<file path="src/rtl/rc_sensor_pkg.sv">
// Shared types and defaults for the RC-decay reflectance sensor reader.
package rc_sensor_pkg;

  typedef enum logic [1:0] {
    ST_IDLE    = 2'd0,
    ST_CHARGE  = 2'd1,
    ST_MEASURE = 2'd2,
    ST_DONE    = 2'd3
  } state_t;

  localparam int DEF_NUM_CH         = 8;
  localparam int DEF_CNT_W          = 16;
  localparam int DEF_CHARGE_CYCLES  = 500;
  localparam int DEF_TIMEOUT_CYCLES = 20000;
  localparam int DEF_SYNC_STAGES    = 2;

  // Lowest bit of channel ch inside a flattened array of width-bit fields.
  function automatic int ch_lsb(input int ch, input int width);
    return ch * width;
  endfunction

endpackage

</file>
<file path="src/rtl/rc_channel_capture.sv">
// One sensor channel: synchronises the pad, then latches the first timer value
// seen while the node reads low, or the saturation value on timeout.
module rc_channel_capture
  import rc_sensor_pkg::*;
#(
  parameter int CNT_W          = DEF_CNT_W,
  parameter int SYNC_STAGES    = DEF_SYNC_STAGES,
  parameter int TIMEOUT_CYCLES = DEF_TIMEOUT_CYCLES
) (
  input  logic             i_clk,
  input  logic             i_reset,
  input  logic             i_sense,
  input  logic             i_arm,
  input  logic             i_clear,
  input  logic [CNT_W-1:0] i_timer,
  input  logic             i_timeout,
  output logic             o_captured,
  output logic [CNT_W-1:0] o_value
);

  localparam logic [CNT_W-1:0] SAT_VALUE = CNT_W'(TIMEOUT_CYCLES);

  logic [SYNC_STAGES-1:0] r_sync;
  logic                   r_captured;
  logic [CNT_W-1:0]       r_value;
  logic                   w_sense_low;

  assign w_sense_low = ~r_sync[SYNC_STAGES-1];

  // Shift the asynchronous pad level through the synchroniser chain.
  always_ff @(posedge i_clk) begin
    if (i_reset) r_sync <= '0;
    else         r_sync <= {r_sync[SYNC_STAGES-2:0], i_sense};
  end

  // First low wins; a timeout only fills channels that never went low.
  always_ff @(posedge i_clk) begin
    if (i_reset) begin
      r_captured <= 1'b0;
      r_value    <= '0;
    end else if (i_clear) begin
      r_captured <= 1'b0;
    end else if (i_arm && !r_captured) begin
      if (w_sense_low) begin
        r_value    <= i_timer;
        r_captured <= 1'b1;
      end else if (i_timeout) begin
        r_value    <= SAT_VALUE;
      end
    end
  end

  assign o_captured = r_captured;
  assign o_value    = r_value;

endmodule

</file>
<file path="src/rtl/rc_sensor_array_reader.sv">
// Reader for an array of RC-decay reflectance sensors: charge, release,
// time the decay per channel, publish decay times and line-detect bits.
module rc_sensor_array_reader
  import rc_sensor_pkg::*;
#(
  parameter int NUM_CH         = DEF_NUM_CH,
  parameter int CNT_W          = DEF_CNT_W,
  parameter int CHARGE_CYCLES  = DEF_CHARGE_CYCLES,
  parameter int TIMEOUT_CYCLES = DEF_TIMEOUT_CYCLES,
  parameter int SYNC_STAGES    = DEF_SYNC_STAGES
) (
  input  logic                    i_clk,
  input  logic                    i_reset,
  input  logic                    i_start,
  input  logic                    i_continuous,
  input  logic [CNT_W-1:0]        i_threshold,
  input  logic [NUM_CH-1:0]       i_sense_in,
  output logic [NUM_CH-1:0]       o_drive_oe,
  output logic [NUM_CH-1:0]       o_drive_out,
  output logic                    o_busy,
  output logic                    o_sample_valid,
  output logic [NUM_CH*CNT_W-1:0] o_decay_time,
  output logic [NUM_CH-1:0]       o_line_detect
);

  localparam logic [CNT_W-1:0] CHARGE_LAST  = CNT_W'(CHARGE_CYCLES - 1);
  localparam logic [CNT_W-1:0] TIMEOUT_LAST = CNT_W'(TIMEOUT_CYCLES - 1);

  state_t                  r_state;
  logic [CNT_W-1:0]        r_timer;
  logic [NUM_CH-1:0]       r_drive_oe;
  logic [NUM_CH-1:0]       r_drive_out;
  logic                    r_busy;
  logic                    r_sample_valid;
  logic [NUM_CH*CNT_W-1:0] r_decay_time;
  logic [NUM_CH-1:0]       r_line_detect;

  logic                    w_arm;
  logic                    w_clear;
  logic                    w_timeout;
  logic                    w_all_captured;
  logic [NUM_CH-1:0]       w_captured;
  logic [NUM_CH-1:0]       w_line_detect;
  logic [NUM_CH*CNT_W-1:0] w_value;

  assign w_arm          = (r_state == ST_MEASURE);
  assign w_clear        = (r_state == ST_DONE);
  assign w_timeout      = w_arm && (r_timer == TIMEOUT_LAST);
  assign w_all_captured = &w_captured;

  for (genvar gi = 0; gi < NUM_CH; gi++) begin : g_ch
    rc_channel_capture #(
      .CNT_W          (CNT_W),
      .SYNC_STAGES    (SYNC_STAGES),
      .TIMEOUT_CYCLES (TIMEOUT_CYCLES)
    ) u_capture (
      .i_clk      (i_clk),
      .i_reset    (i_reset),
      .i_sense    (i_sense_in[gi]),
      .i_arm      (w_arm),
      .i_clear    (w_clear),
      .i_timer    (r_timer),
      .i_timeout  (w_timeout),
      .o_captured (w_captured[gi]),
      .o_value    (w_value[ch_lsb(gi, CNT_W) +: CNT_W])
    );

    // Unsigned compare against the threshold presented during DONE.
    assign w_line_detect[gi] = (w_value[ch_lsb(gi, CNT_W) +: CNT_W] >= i_threshold);
  end

  // Sequencer: charge, measure, publish; pad controls and flags registered with the state.
  always_ff @(posedge i_clk) begin
    if (i_reset) begin
      r_state        <= ST_IDLE;
      r_timer        <= '0;
      r_drive_oe     <= '0;
      r_drive_out    <= '0;
      r_busy         <= 1'b0;
      r_sample_valid <= 1'b0;
      r_decay_time   <= '0;
      r_line_detect  <= '0;
    end else begin
      r_sample_valid <= 1'b0;
      case (r_state)
        ST_IDLE: begin
          if (i_start || i_continuous) begin
            r_state     <= ST_CHARGE;
            r_timer     <= '0;
            r_drive_oe  <= '1;
            r_drive_out <= '1;
            r_busy      <= 1'b1;
          end
        end
        ST_CHARGE: begin
          if (r_timer == CHARGE_LAST) begin
            r_state     <= ST_MEASURE;
            r_timer     <= '0;
            r_drive_oe  <= '0;
            r_drive_out <= '0;
          end else begin
            r_timer <= r_timer + 1'b1;
          end
        end
        ST_MEASURE: begin
          if (w_all_captured || w_timeout) begin
            r_state <= ST_DONE;
            r_timer <= '0;
          end else begin
            r_timer <= r_timer + 1'b1;
          end
        end
        ST_DONE: begin
          r_decay_time   <= w_value;
          r_line_detect  <= w_line_detect;
          r_sample_valid <= 1'b1;
          if (i_continuous) begin
            r_state     <= ST_CHARGE;
            r_drive_oe  <= '1;
            r_drive_out <= '1;
            r_busy      <= 1'b1;
          end else begin
            r_state <= ST_IDLE;
            r_busy  <= 1'b0;
          end
        end
        default: begin
          r_state     <= ST_IDLE;
          r_timer     <= '0;
          r_drive_oe  <= '0;
          r_drive_out <= '0;
          r_busy      <= 1'b0;
        end
      endcase
    end
  end

  assign o_drive_oe     = r_drive_oe;
  assign o_drive_out    = r_drive_out;
  assign o_busy         = r_busy;
  assign o_sample_valid = r_sample_valid;
  assign o_decay_time   = r_decay_time;
  assign o_line_detect  = r_line_detect;

endmodule

</file>
<file path="config.mk">
export PLATFORM = sky130hd
export DESIGN_NAME = rc_sensor_array_reader
export DESIGN_NICKNAME = d
export VERILOG_FILES = /design/src/rtl/rc_sensor_pkg.sv /design/src/rtl/rc_channel_capture.sv /design/src/rtl/rc_sensor_array_reader.sv
export SDC_FILE = /design/constraint.sdc
export NUM_CORES = 1
export LEC_CHECK = 0
export ABC_CLOCK_PERIOD_IN_PS = 6200
export BUFFER_PORTS_ARGS = -buffer_cell sky130_fd_sc_hd__buf_4
export CORE_MARGIN = 5
export CORE_UTILIZATION = 60
export DETAILED_ROUTE_END_ITERATION = 6
export PLACE_DENSITY_LB_ADDON = 0.08
export SKIP_LAST_GASP = 1
export SYNTH_ARGS = -nofsm -noshare
export SYNTH_HDL_FRONTEND = slang
export SYNTH_SLANG_ARGS = --single-unit
</file>
<file path="constraint.sdc">
create_clock -name i_clk -period 6.2 [get_ports i_clk]
set_input_delay 0.31 -clock i_clk [delete_from_list [all_inputs] [get_ports i_clk]]
set_output_delay 0.31 -clock i_clk [all_outputs]
set_load 0.01 [all_outputs]
</file>
# ---- Word-level counts from Yosys, hierarchy flattened
# Index checks and enable logic that the tools add are counted.
dict set report totals {
  word_cells 137
  out_inout_bits 154
  register_bits 316
}
dict set report op_classes {
  n_lt_le_gt_ge 8
  n_eq_ne 17
  bitwise 9
  add_sub_neg 1
  mux 26
  n_reduce_logical 45
}
# op n
set op_table {}
lappend op_table {{two-way mux 16 bit} 12}
lappend op_table {{>= comparator 16 bit} 8}
lappend op_table {{one-hot mux 16 bit (3 select lines)} 1}
lappend op_table {{AND reduction 3 bit} 9}
lappend op_table {{two-way mux 8 bit} 3}
lappend op_table {{inequality test 2 bit, second input constant} 12}
lappend op_table {{one-hot mux 8 bit (3 select lines)} 1}
lappend op_table {{AND reduction 2 bit} 10}
lappend op_table {{adder 16 x 1 -> 16 bit, second input constant} 1}
lappend op_table {{equality test 16 x 15 -> 1 bit, second input constant} 1}
lappend op_table {{equality test 16 x 9 -> 1 bit, second input constant} 1}
lappend op_table {{logical AND 1 bit} 9}
lappend op_table {{NOT 1 bit} 9}
lappend op_table {{logical NOT 1 bit} 8}
lappend op_table {{one-hot mux 2 bit (4 select lines)} 1}
lappend op_table {{AND reduction 8 bit} 1}
lappend op_table {{two-way mux 2 bit} 3}
lappend op_table {{nonzero test 3 bit} 2}
lappend op_table {{equality test 2 bit, second input constant} 2}
lappend op_table {{two-way mux 1 bit} 4}
lappend op_table {{AND reduction 4 bit} 1}
lappend op_table {{equality test 2 x 1 -> 1 bit, second input constant} 1}
lappend op_table {{logical NOT 2 bit} 1}
lappend op_table {{logical OR 1 bit} 2}
lappend op_table {{other kinds (3)} 3}

# ---- Depth between registers and ports, before layout
# Gate-level depths: netlist of run 1.
dict set report depth {
  depth_word 5
  ltp_mapped 11
}

# ---- Modules after synthesis
# A second synthesis of run 1 with hierarchy kept.
dict set report unflattened {
  hier_cells 1361
  hier_area_um2 14063.5
}
# module area_per_inst_um2 instances cells_per_inst seq_area_each_um2
set modules_own_cells {}
lappend modules_own_cells {rc_sensor_array_reader 8718.4 1 889 3143.0}
lappend modules_own_cells {rc_channel_capture 668.1 8 59 380.4}

# ---- Worst setup path after synthesis of run 1
# No wires, ideal clock.
dict set report synth_timing {
  path_kind {flip-flop to flip-flop}
  start {register r_state[0]}
  end {register g_ch[6].u_capture.r_value[12]}
  t_required_ps 6083
  slack_ps 3712
  arrival_ps 2371
  path_stages_with_launch 12
  synth_period_minus_slack_ps 2488
  n_path_buf 3
  path_cell_list {dfxtp_1 inv_1 ha_1 buf_4 nand2_1 or4_1 or4b_1 buf_6 nor2_8 nor3_2 buf_6 a22o_1}
}
dict set report synth_via {
  elab_chain_len 4
}
# element line_no
set synth_lines {}
lappend synth_lines {{start: declaration} rc_sensor_array_reader.sv:29} ;# state_t r_state;
lappend synth_lines {{start signal: assignment} rc_sensor_array_reader.sv:75} ;# r_state <= ST_IDLE;
lappend synth_lines {{start signal: assignment} rc_sensor_array_reader.sv:88} ;# r_state <= ST_CHARGE;
lappend synth_lines {{start signal: assignment} rc_sensor_array_reader.sv:97} ;# r_state <= ST_MEASURE;
lappend synth_lines {{equality test 2 bit} rc_sensor_array_reader.sv:46} ;# assign w_arm = (r_state == ST_MEASURE);
lappend synth_lines {{logical AND 1 bit} rc_sensor_array_reader.sv:48} ;# assign w_timeout = w_arm && (r_timer == TIMEOUT_LAST);
lappend synth_lines {{inequality test 2 bit (no source line)} n/a}
lappend synth_lines {{AND reduction 3 bit (no source line) *} n/a}
lappend synth_lines {{end signal: assignment} rc_channel_capture.sv:45} ;# r_value <= i_timer;
lappend synth_lines {{end: declaration} rc_channel_capture.sv:25} ;# logic [CNT_W-1:0] r_value;
# Every way passes the cells marked *; elsewhere a longest branch is shown, timed or not.
# A chain may end at the register's enable or synchronous reset.

# ---- Final worst setup path of run 1
dict set report layout_timing {
  start {register r_state[1]}
  end {register g_ch[3].u_capture.r_value[0]}
}
# element line_no
set layout_lines {}
lappend layout_lines {{equality test 2 bit} rc_sensor_array_reader.sv:47} ;# assign w_clear = (r_state == ST_DONE);
lappend layout_lines {{net g_ch[0].u_capture.i_clear} rc_channel_capture.sv:14} ;# input logic i_clear,
lappend layout_lines {{NOT 1 bit (no source line)} n/a}
lappend layout_lines {{AND reduction 3 bit (no source line)} n/a}
lappend layout_lines {{end signal: assignment} rc_channel_capture.sv:45}
lappend layout_lines {{end: declaration} rc_channel_capture.sv:25}
# The timed path passes the listed nets, and every way through them passes these cells.

==> results of run 1 <==
## stage by stage
stage	total power, W	instance area, um^2
6_report	0.00544	16400
5_1_grt	0.00567	16400
4_1_cts	0.00545	16400
3_5_place_dp	0.00341	15200
3_3_place_gp	0.00338	15200
2_1_floorplan	0.00315	13900
## where the power goes
group	internal [W]	switching (W)	total, W
Combinational	0.000459	0.000660	0.00112
Clock	0.00126	0.000790	0.00205
Sequential	0.00211	0.000165	0.00227
Total	0.00382	0.00161	0.00544
## cells by family (layout without fill, tap and decap cells)
family	count (synthesis)	after routing	synth area share
AOI/OAI and AO/OA	247	247	0.135
xor gates and xnor gates	12	12	0.00757
adders and majority gates	134	134	0.121
buffers and inverters	132	295	0.0453
DFF	309	309	0.446
muxes	135	135	0.0974
and+or+nand+nor	413	413	0.148
## timing repair
item                      CTS  global route
hold buffers                1             0
hold endpoints to repair    1             0
setup buffers               0             0
## cell usage in the layout, fill, tap and decap left out, types with 37 or more instances in the layout
| master | count |
|---|---|
| nor2_1 | 200 |
| clkbuf_16 | 37 |
| dfxtp_1 | 309 |
| buf_4 | 193 |
| ha_1 | 133 |
| mux2i_1 | 135 |
| a22o_1 | 88 |
| a21o_1 | 49 |
| inv_1 | 38 |
| nor3_1 | 82 |
## layout make-up
| class | count | area share |
|---|---|---|
| Multi-Input combinational cell | 941 | 0.432 |
| Sequential cell | 309 | 0.377 |
| Timing Repair Buffer | 196 | 0.0909 |
| Clock buffer | 55 | 0.0648 |
| Tap cell | 285 | 0.0217 |
| Inverter | 39 | 0.00893 |
| Clock inverter | 5 | 0.00481 |
## routing by layer
layer | GRT usage | routed length, um | share of wire
met1 | 0.388 | 16600 | 0.44
met2 | 0.448 | 17200 | 0.45
met3 | 0.0480 | 2890 | 0.076
met4 | 0.103 | 1460 | 0.038
met5 | 0 | 0 | 0
## flip-flops by register name, summed over array words and instances, names as in the netlist
signal                     flops
r_state                        2
o_busy                         1
o_decay_time                 128
g_ch.u_capture.r_sync         16
g_ch.u_capture.o_value       128
o_line_detect                  8
o_drive_out                    1
r_timer                       16
g_ch.u_capture.o_captured      8
o_sample_valid                 1
## worst max path at each step
| stage | slack [ps] | end | depth (start not counted) | startpoint |
|---|---|---|---|---|
| global route | 2400 | g_ch[2].u_capture.o_value[6] | 6 | r_state[1] |
| floorplan | 3710 | g_ch[6].u_capture.o_value[12] | 11 | r_state[0] |
| finish | 2620 | g_ch[3].u_capture.o_value[0] | 6 | r_state[1] |
| CTS | 2640 | g_ch[2].u_capture.o_value[15] | 6 | r_state[1] |
| global placement | 2790 | g_ch[2].u_capture.o_value[15] | 6 | r_state[1] |
| detailed placement | 2730 | g_ch[2].u_capture.o_value[15] | 6 | r_state[1] |
## synthesized netlist by cell type (2+ instances only)
cell | count | area share
o21ai_0 | 12 | 0.0043
inv_1 | 38 | 0.010
xnor2_1 | 3 | 0.0019
buf_4 | 17 | 0.0092
nand3_1 | 10 | 0.0036
o21a_1 | 15 | 0.0081
o41ai_1 | 2 | 0.0013
xor2_1 | 9 | 0.0057
clkbuf_1 | 35 | 0.0095
a22o_1 | 88 | 0.056
nor3_1 | 82 | 0.030
o22ai_1 | 6 | 0.0027
nand2b_1 | 11 | 0.0050
or4_1 | 2 | 0.0011
or3_1 | 8 | 0.0036
nand2_1 | 15 | 0.0041
o211ai_1 | 13 | 0.0070
a21oi_1 | 36 | 0.013
dfxtp_1 | 309 | 0.45
buf_1 | 31 | 0.0084
a211oi_1 | 9 | 0.0049
ha_1 | 134 | 0.12
and2_1 | 2 | 0.00090
nand4_1 | 20 | 0.0090
a21o_1 | 49 | 0.027
o2bb2ai_1 | 3 | 0.0019
nor2_4 | 7 | 0.0057
or2_2 | 2 | 0.00090
nor2b_1 | 28 | 0.013
nor2_1 | 200 | 0.054
mux2i_1 | 135 | 0.097
buf_6 | 9 | 0.0073
nor3_2 | 16 | 0.012
a2111oi_0 | 8 | 0.0050
==> run metrics, run 1 <==
status completed; fin crit period 3580 ps; FF-to-FF Start r_state[1]; Sum Neg Setup Slack 0 ps; R2R Setup Slk between 2000 and 3000 ps; IO buf count about 180; DP Cell Count around 1800; Required @ worst endpoint 6650 ps; Max VDD drop roughly 220 uV; Multi-input gate area 0.00708 mm^2; remaining global-route overflow 0; vias in the first global route a little over 10000; Layout Skew 22.1 ps; Rows 55; R2R Path End g_ch[3].u_capture.o_value[0]; drt initial violations 866; Slew @ Worst Pin 1160 ps; Max Buffers Root-to-Sink 3; number of gates resized after CTS 0; initial core utilization 0.611; Post-DP HPWL 25400 um; fillers 1708; Area growth, synth to finish 18.2%; R2R depth 6; CTS tree done; slowest stage cell, crit path or4b_1; Place WS 2730 ps; drt wl/cell around 21 um; die width between 150 and 200 um; Global Route Usage Sum 0.282; Gate Count Post-Synth about 1400; Startpoint Class flop; worst path cell trace ha_4 > or2b_1 > or4b_1 > nor2_4 > nor3_2 > a22o_1; Hold Path Depth 2; Buf/Inv on CP 0; Core Region 0.0227 mm^2; Worst Setup End Kind flop; Core Util, Final 0.722; asr flop ratio synth 0; Seq. cell area 0.00619 mm^2; H-tree lvl count 2; clk sink count ~310; gp weighted congestion roughly 0.84; DR pass1 iterations 5; final worst-path cycle share 0.577; DIE AREA 0.0263 mm^2; Critical Path Max Stage Delay between 800 and 900 ps; CTS buffer count 34; WHS Endpoint g_ch[7].u_capture.r_sync[0]; slew margin rel. 0.219; RSZ-0062 raised after global routing false; Synth Flop Type dfxtp_1; CP Max Fanout 39; Seq cells post-synth 309; Synth Cell Area 0.0139 mm^2; number of diodes 0; clk slew on worst S/H paths 60 ps; Max Slew Vio Count 0; Leak Pwr 7.24 nW; Fmax achieved 280 MHz; first-pass GRT wire length 58700 um; nets 1683; Max Cap Viol 0; Antenna Violating Nets Remaining 0; DRC violations left 0; HP Class input port to flop; DR vias 10900; root buffer cell clkbuf_16; Synth Net Count 1544; critical path type flop to flop; layout cells sized above 1 0.179; register area share after synthesis 0.446; Clk Latency, worst-skew pair 520 ps; largest net degree at the start of global routing approximately 170; Final WS setup 2620 ps; Post-Route WL roughly 38000 um; routed vias/inst around 6; Hold Fails Final Rpt 0; syn avg cell area 10.0 um^2; EDFF count, synth 0; HP Start i_sense_in[7]; pwr dens 332 mW/mm^2; Synth warnings 0; final cell count without fillers about 1800; # IOs approximately 180; synth unique cells 52; Final Setup Violations 0; Crit path arrival time 4030 ps; worst hold margin 12.6 ps; initial antenna violation count 0; DIE HEIGHT ~160 um; critical path's top delay family simple AND/OR/NAND/NOR gates
(Power assumes the default switching activity.)
==> inputs of run 2 (changes only) <==
Settings changed: ABC_AREA set to 1, ABC_CLOCK_PERIOD_IN_PS 6200 to 3600, CORE_UTILIZATION 60 to 58.
Clock period 6.2 ns to 3.6 ns, I/O delays scaled along.
==> run 2 against run 1 <==
Compared with the run above: combinational power grew 61%; clock-buffer cell count shrank 10; power increased by 65%; via count up 12%; non-clock buffer count up 12; critical endpoint is now g_ch[1].u_capture.o_value[10].
==> run metrics, run 2 <==
status completed; largest net degree at the start of global routing 130 (-21%); HP Start i_reset; H-tree lvl count 1 (-1); Synth Flop Type dfxtp_1; pwr dens 540 mW/mm^2 (+63%); first-pass GRT wire length 65100 um (+11%); routed vias/inst 5.82 (-2.6%); post-route cell area 0.0166 mm^2 (+1.2%); Rows 57 (+3.6%); slew margin rel. 0.355 (+0.136); R2R depth 9 (+3); Multi-input gate area 0.00684 mm^2 (-3.4%); Leak Pwr 7.74 nW (+6.9%); drt initial violations 1124 (+30%); most common cell after layout, fill and taps aside dfxtp_1; Startpoint Class flop; Hold Path Depth 2 (unchanged); Core Region 0.0242 mm^2 (+6.8%); CTS buffer count 31 (-8.8%); Post-synth top cells 309 x dfxtp_1, 231 x nand2_1, 168 x a21oi_1, 134 x ha_1, 128 x inv_1; critical path's top delay family simple AND/OR/NAND/NOR gates; DIE HEIGHT 167 um (+2.7%); clk sink count 309 (unchanged); commonest non-fill, non-tap cells in the layout 309 x dfxtp_1, 231 x nand2_1, 199 x buf_4; final worst-path cycle share 0.722 (+0.146); FF-to-FF Start r_timer[0]; cell with the most instances after synthesis dfxtp_1; Synth Area in Simple Gates 0.159 (+0.0102); syn avg cell area 8.80 um^2 (-12%); synth unique cells 37 (-29%); root buffer cell clkbuf_16; EDFF count, synth 0 (unchanged); Layout Skew 23.3 ps (+1.29 ps); Synth warnings 0 (unchanged); DP Cell Count 2035 (+15%); Sum Neg Setup Slack 0 ps (unchanged); Synth Net Count 1776 (+15%); Global Route Usage Sum 0.288 (+0.00624); slowest stage cell, crit path dfxtp_1; nets 1914 (+14%); CP Max Fanout 12 (-69%); initial antenna violation count 1 (+1); Post-Route WL 41500 um (+8.9%); layout cells sized above 1 0.173 (-0.00623); fin crit period 2600 ps (-975 ps); Synth Cell Area 0.0142 mm^2 (+2.4%); Post-DP HPWL 27400 um (+7.8%); Fmax achieved 384 MHz (+37%); Crit path arrival time 3110 ps (-920 ps); main combinational cell family by area after synthesis compound AO/OA/AOI/OAI gates; worst path cell trace ha_1 > nand3_1 > nor3_1 > and2_1 > buf_4 > nand2_4 > nand2_1 > o21bai_1 > inv_1; Max VDD drop 404 uV (+82%); DIE AREA 0.0277 mm^2 (+5.6%); adder-cell share of the synthesized area 0.118 (-0.00283); initial core utilization 0.586 (-0.0251); Max Slew Vio Count 0 (unchanged); xor and xnor fraction of the mapped netlist area 0.00431 (-0.00326); Final Setup Violations 0 (unchanged); remaining global-route overflow 0 (unchanged); Synth top area share 0.435 (-0.0104); DR pass1 iterations 5 (unchanged); IO buf count 181 (unchanged); asr flop ratio synth 0 (unchanged); R2R Path End g_ch[1].u_capture.o_value[10]; drt wl/cell 19.8 um (-5.0%); Hold Fails Final Rpt 0 (unchanged); Slew @ Worst Pin 968 ps (-197 ps); top cells by area, synth dfxtp_1 44%, ha_1 12%, a22o_1 7.4%, nand2_1 6.1%, a21oi_1 5.9%; Antenna Violating Nets Remaining 0 (unchanged); R2R Setup Slk 1000 ps (-1630 ps); die width 167 um (+2.7%); area leader, netlist dfxtp_1; Required @ worst endpoint 4100 ps (-2550 ps); register area share after synthesis 0.435 (-0.0104); Post-Place Cell Area 0.0155 mm^2 (+1.5%); # IOs 182 (unchanged); DRC violations left 0 (unchanged); Worst Setup End Kind flop; Clk Latency, worst-skew pair 560 ps (+40 ps); Area growth, synth to finish 16.8%; final cell count without fillers 2098 (+15%); Gate Count Post-Synth 1614 (+17%); mux contribution to synthesized area 0 (-0.0974); Critical Path Max Stage Delay 690 ps (-190 ps); critical path type flop to flop; vias in the first global route 11600 (+12%); Buf/Inv on CP 2 (+2); clk slew on worst S/H paths 70 ps (about the same); gp weighted congestion 0.920 (+9.8%); Seq cells post-synth 309 (unchanged); Compound-Gate Fraction of Synth Area 0.199 (+0.0646); CTS tree done; worst hold margin 25.4 ps (+12.8 ps); HP Class input port to flop; Max Buffers Root-to-Sink 3 (unchanged); RSZ-0062 raised after global routing false; Seq. cell area 0.00619 mm^2 (unchanged); number of diodes 0 (unchanged); DR vias 12200 (+12%); Max Cap Viol 0 (unchanged); WHS Endpoint g_ch[1].u_capture.r_sync[0]; fillers 2021 (+18%)
-- run 2: metrics by stage --
| stage | util | total power, W | setup WS [ps] |
|---|---|---|---|
| global route | 0.684 | 0.00939 | 803 |
| finish | 0.684 | 0.00896 | 999 |
| floorplan | - | 0.00533 | 1870 |
| detailed placement | 0.638 | 0.00573 | 1070 |
| global placement | 0.638 | 0.00568 | 1220 |
| CTS | 0.684 | 0.00898 | 1040 |
-- run 2: cell families after synthesis --
group,after synthesis
and+or+nand+nor,483
buffers and inverters,243
AOI/OAI and AO/OA,438
DFF,309
adders and majority gates,134
xor gates and xnor gates,7
-- run 2: how the worst max path moves through the flow --
stage                                    end  depth (start not counted)       start  slack, ps
4_1_cts         g_ch[2].u_capture.o_value[9]                          9  r_timer[0]       1040
6_report       g_ch[1].u_capture.o_value[10]                          9  r_timer[0]       1000
5_1_grt        g_ch[1].u_capture.o_value[11]                          9  r_timer[0]        800
3_3_place_gp   g_ch[1].u_capture.o_value[14]                         10  r_state[0]       1220
2_1_floorplan   g_ch[5].u_capture.o_value[0]                         11  r_state[0]       1870
3_5_place_dp    g_ch[1].u_capture.o_value[5]                          9  r_timer[0]       1070
-- run 2: layout make-up --
class,instances,area share
Multi-Input combinational cell,1062,0.412
Timing Repair Buffer,208,0.0960
Clock inverter,10,0.00754
Clock buffer,45,0.0547
Inverter,140,0.0323
Sequential cell,309,0.373
Tap cell,324,0.0244
-- run 2: repair_timing --
item,4_1_cts,5_1_grt
hold endpoints to repair,8,0
resized for setup,0,0
hold buffers,8,0
buffers inserted,0,0
-- run 2: routing by layer --
metal / up-vias / track usage / routed length (um) / part of all wire
met5: - / 0 / 13 / 0.00031
met4: 2 / 0.101 / 1670 / 0.040
met3: 120 / 0.0476 / 3490 / 0.084
met2: 480 / 0.465 / 18400 / 0.44
met1: 5782 / 0.393 / 18000 / 0.43
li1: 5818 / - / - / -
-- run 2: worst reg2reg max path: stages, from the launching register on --
cell,delay [ps]
dfxtp_1,690
ha_1,310
nand3_1,190
nor3_1,200
and2_1,420
buf_4,280
nand2_4,130
nand2_1,190
o21bai_1,90
inv_1,50
-- run 2: power breakdown --
group / internal [W] / switching, W / leakage [nW] / total [W]
Clock: 0.00195 / 0.00133 / 0.516 / 0.00327
Combinational: 0.000601 / 0.00119 / 4.73 / 0.00180
Sequential: 0.00364 / 0.000251 / 2.50 / 0.00389
==> inputs of run 3 (changes only) <==
Settings changed: ABC_CLOCK_PERIOD_IN_PS 3600 to 2100, CORE_UTILIZATION 58 to 53.
Clock period 3.6 ns to 2.1 ns, I/O delays scaled along.
==> run 3 against run 2 <==
Compared with the run above: first-iteration DRC count shrank 18%; hold slack lost 3.4 ps; non-clock buffer count grew 46; global-route usage shrank 0.90 points; register-to-register slack lost 800 ps; sequential share of layout area shrank 1.3 points; critical path depth grew 1; cell count grew 3.4%; sequential power grew 71%; final area grew 3.8%; via count is essentially flat; largest cell class unchanged.
==> run metrics, run 3 (synthesis gave the netlist of run 2 again) <==
drt initial violations 917 (-18%); DR vias 12200 (-0.057%); Clk Latency, worst-skew pair 520 ps (-40 ps); RSZ-0062 raised after global routing false; remaining global-route overflow 0 (unchanged); CP Max Fanout 12 (unchanged); CTS tree done; DIE HEIGHT 174 um (+4.3%); most common cell after layout, fill and taps aside dfxtp_1; Hold Fails Final Rpt 0 (unchanged); Critical Path Max Stage Delay 360 ps (-330 ps); pwr dens 951 mW/mm^2 (+76%); HP Start i_start; Worst Setup End Kind flop; initial core utilization 0.533 (-0.0528); Crit path arrival time 2360 ps (-750 ps); status completed; H-tree lvl count 2 (+1); critical path's top delay family simple AND/OR/NAND/NOR gates; CP startpoint r_state[0]; Leak Pwr 8.08 nW (+4.4%); slew margin rel. 0.592 (+0.237); fin crit period 1900 ps (-704 ps); drt wl/cell 19.8 um (+0.22%); clk sink count 309 (unchanged); initial antenna violation count 0 (-1); Startpoint Class flop; Rows 60 (+5.3%); CTS buffer count 35 (+13%); slowest stage cell, crit path dfxtp_2; Slew @ Worst Pin 612 ps (-355 ps); FF-to-FF Start r_state[0]; Layout Skew 25.4 ps (+2.07 ps); most used cell, CP inv_1; worst hold margin 21.9 ps (-3.44 ps); worst path cell trace inv_1 > ha_1 > nand3_1 > nor3_1 > and2_1 > buf_4 > nand2_4 > nand2_1 > o21bai_1 > inv_1; nets 1964 (+2.6%); number of diodes 0 (unchanged); clk slew on worst S/H paths 60 ps (about the same); Buf/Inv on CP 3 (+1); commonest non-fill, non-tap cells in the layout 308 x dfxtp_1, 238 x buf_4, 231 x nand2_1; layout cells sized above 1 0.195 (+0.0216); IO buf count 181 (unchanged); Fmax achieved 527 MHz (+37%); Max Cap Viol 0 (unchanged); routed vias/inst 5.62 (-3.4%); gp weighted congestion 0.943 (+2.5%); Final Setup Violations 0 (unchanged); Post-DP HPWL 29800 um (+9.1%); critical path type flop to flop; DR pass1 iterations 5 (unchanged); Antenna Violating Nets Remaining 0 (unchanged); Max Slew Vio Count 0 (unchanged); setup bufs post-CTS 0 (unchanged); Core Region 0.0267 mm^2 (+9.9%); Max Buffers Root-to-Sink 3 (unchanged); HP Class input port to flop; die width 174 um (+4.3%); Max VDD drop 676 uV (+67%); first-pass GRT wire length 67300 um (+3.4%); Required @ worst endpoint 2570 ps (-1530 ps); DRC violations left 0 (unchanged); vias in the first global route 12000 (+3.3%); final worst-path cycle share 0.903 (+0.181); Global Route Usage Sum 0.279 (-0.00902); root buffer cell clkbuf_16; Post-Route WL 43100 um (+3.7%); Sum Neg Setup Slack 0 ps (unchanged); # IOs 182 (unchanged); DIE AREA 0.0302 mm^2 (+8.9%); largest net degree at the start of global routing 76 (-42%); Area growth, synth to finish 21.2%
==> run 3: report_power, final <==
group	leakage [nW]	switching [W]	internal, W
Sequential	2.50	0.000392	0.00625
Clock	0.602	0.00248	0.00406
Combinational	4.98	0.00210	0.00110
Total	8.08	0.00497	0.0114
==> run 3: final timing paths <==
kind / endpoint / slack (ps) / depth (start not counted)
worst min register to register: g_ch[0].u_capture.r_sync[1] / 400 / 2
worst max-delay path: g_ch[7].u_capture.o_value[9] / 200 / 10
worst min-delay path: o_busy / 20 / 4
worst max register to register: g_ch[7].u_capture.o_value[9] / 200 / 10
==> run 3: repair_timing <==
action,4_1_cts,5_1_grt
hold endpoints to repair,26,0
hold buffers,12,0
resized for setup,0,3
setup endpoints to repair,0,21
==> run 3: tightest hold or removal path, cell delays in order <==
cell	delay, ps
buf_4	70
nor2_1	60
nand2_2	140
a311oi_1	110
==> run 3: area by class of cell <==
class,instances,area (um^2)
clock inverter,14,244
fill,2274,9430
sequential,309,6190
clock buffer,50,993
inverter,140,537
multi-input combinational,1062,6850
timing repair buffer,254,1990
tap,341,427
==> run 3: through the flow <==
step	setup WS [ps]	cells	util	cell area, um^2	power (W)
global route	53.2	2170	0.646	17200	0.0172
detailed placement	94.2	2094	0.595	15900	0.00991
floorplan	375	1614	-	14200	0.00914
global placement	120	2094	0.595	15900	0.00982
CTS	85.1	2170	0.646	17200	0.0165
finish	203	2170	0.646	17200	0.0164
==> run 3: layer usage <==
layer	vias to the layer above	wire (um)	global-route usage
li1	5960	-	-
met3	87	3650	0.0709
met2	401	19400	0.454
met1	5747	18500	0.363
met4	0	1480	0.0927
met5	-	0	0
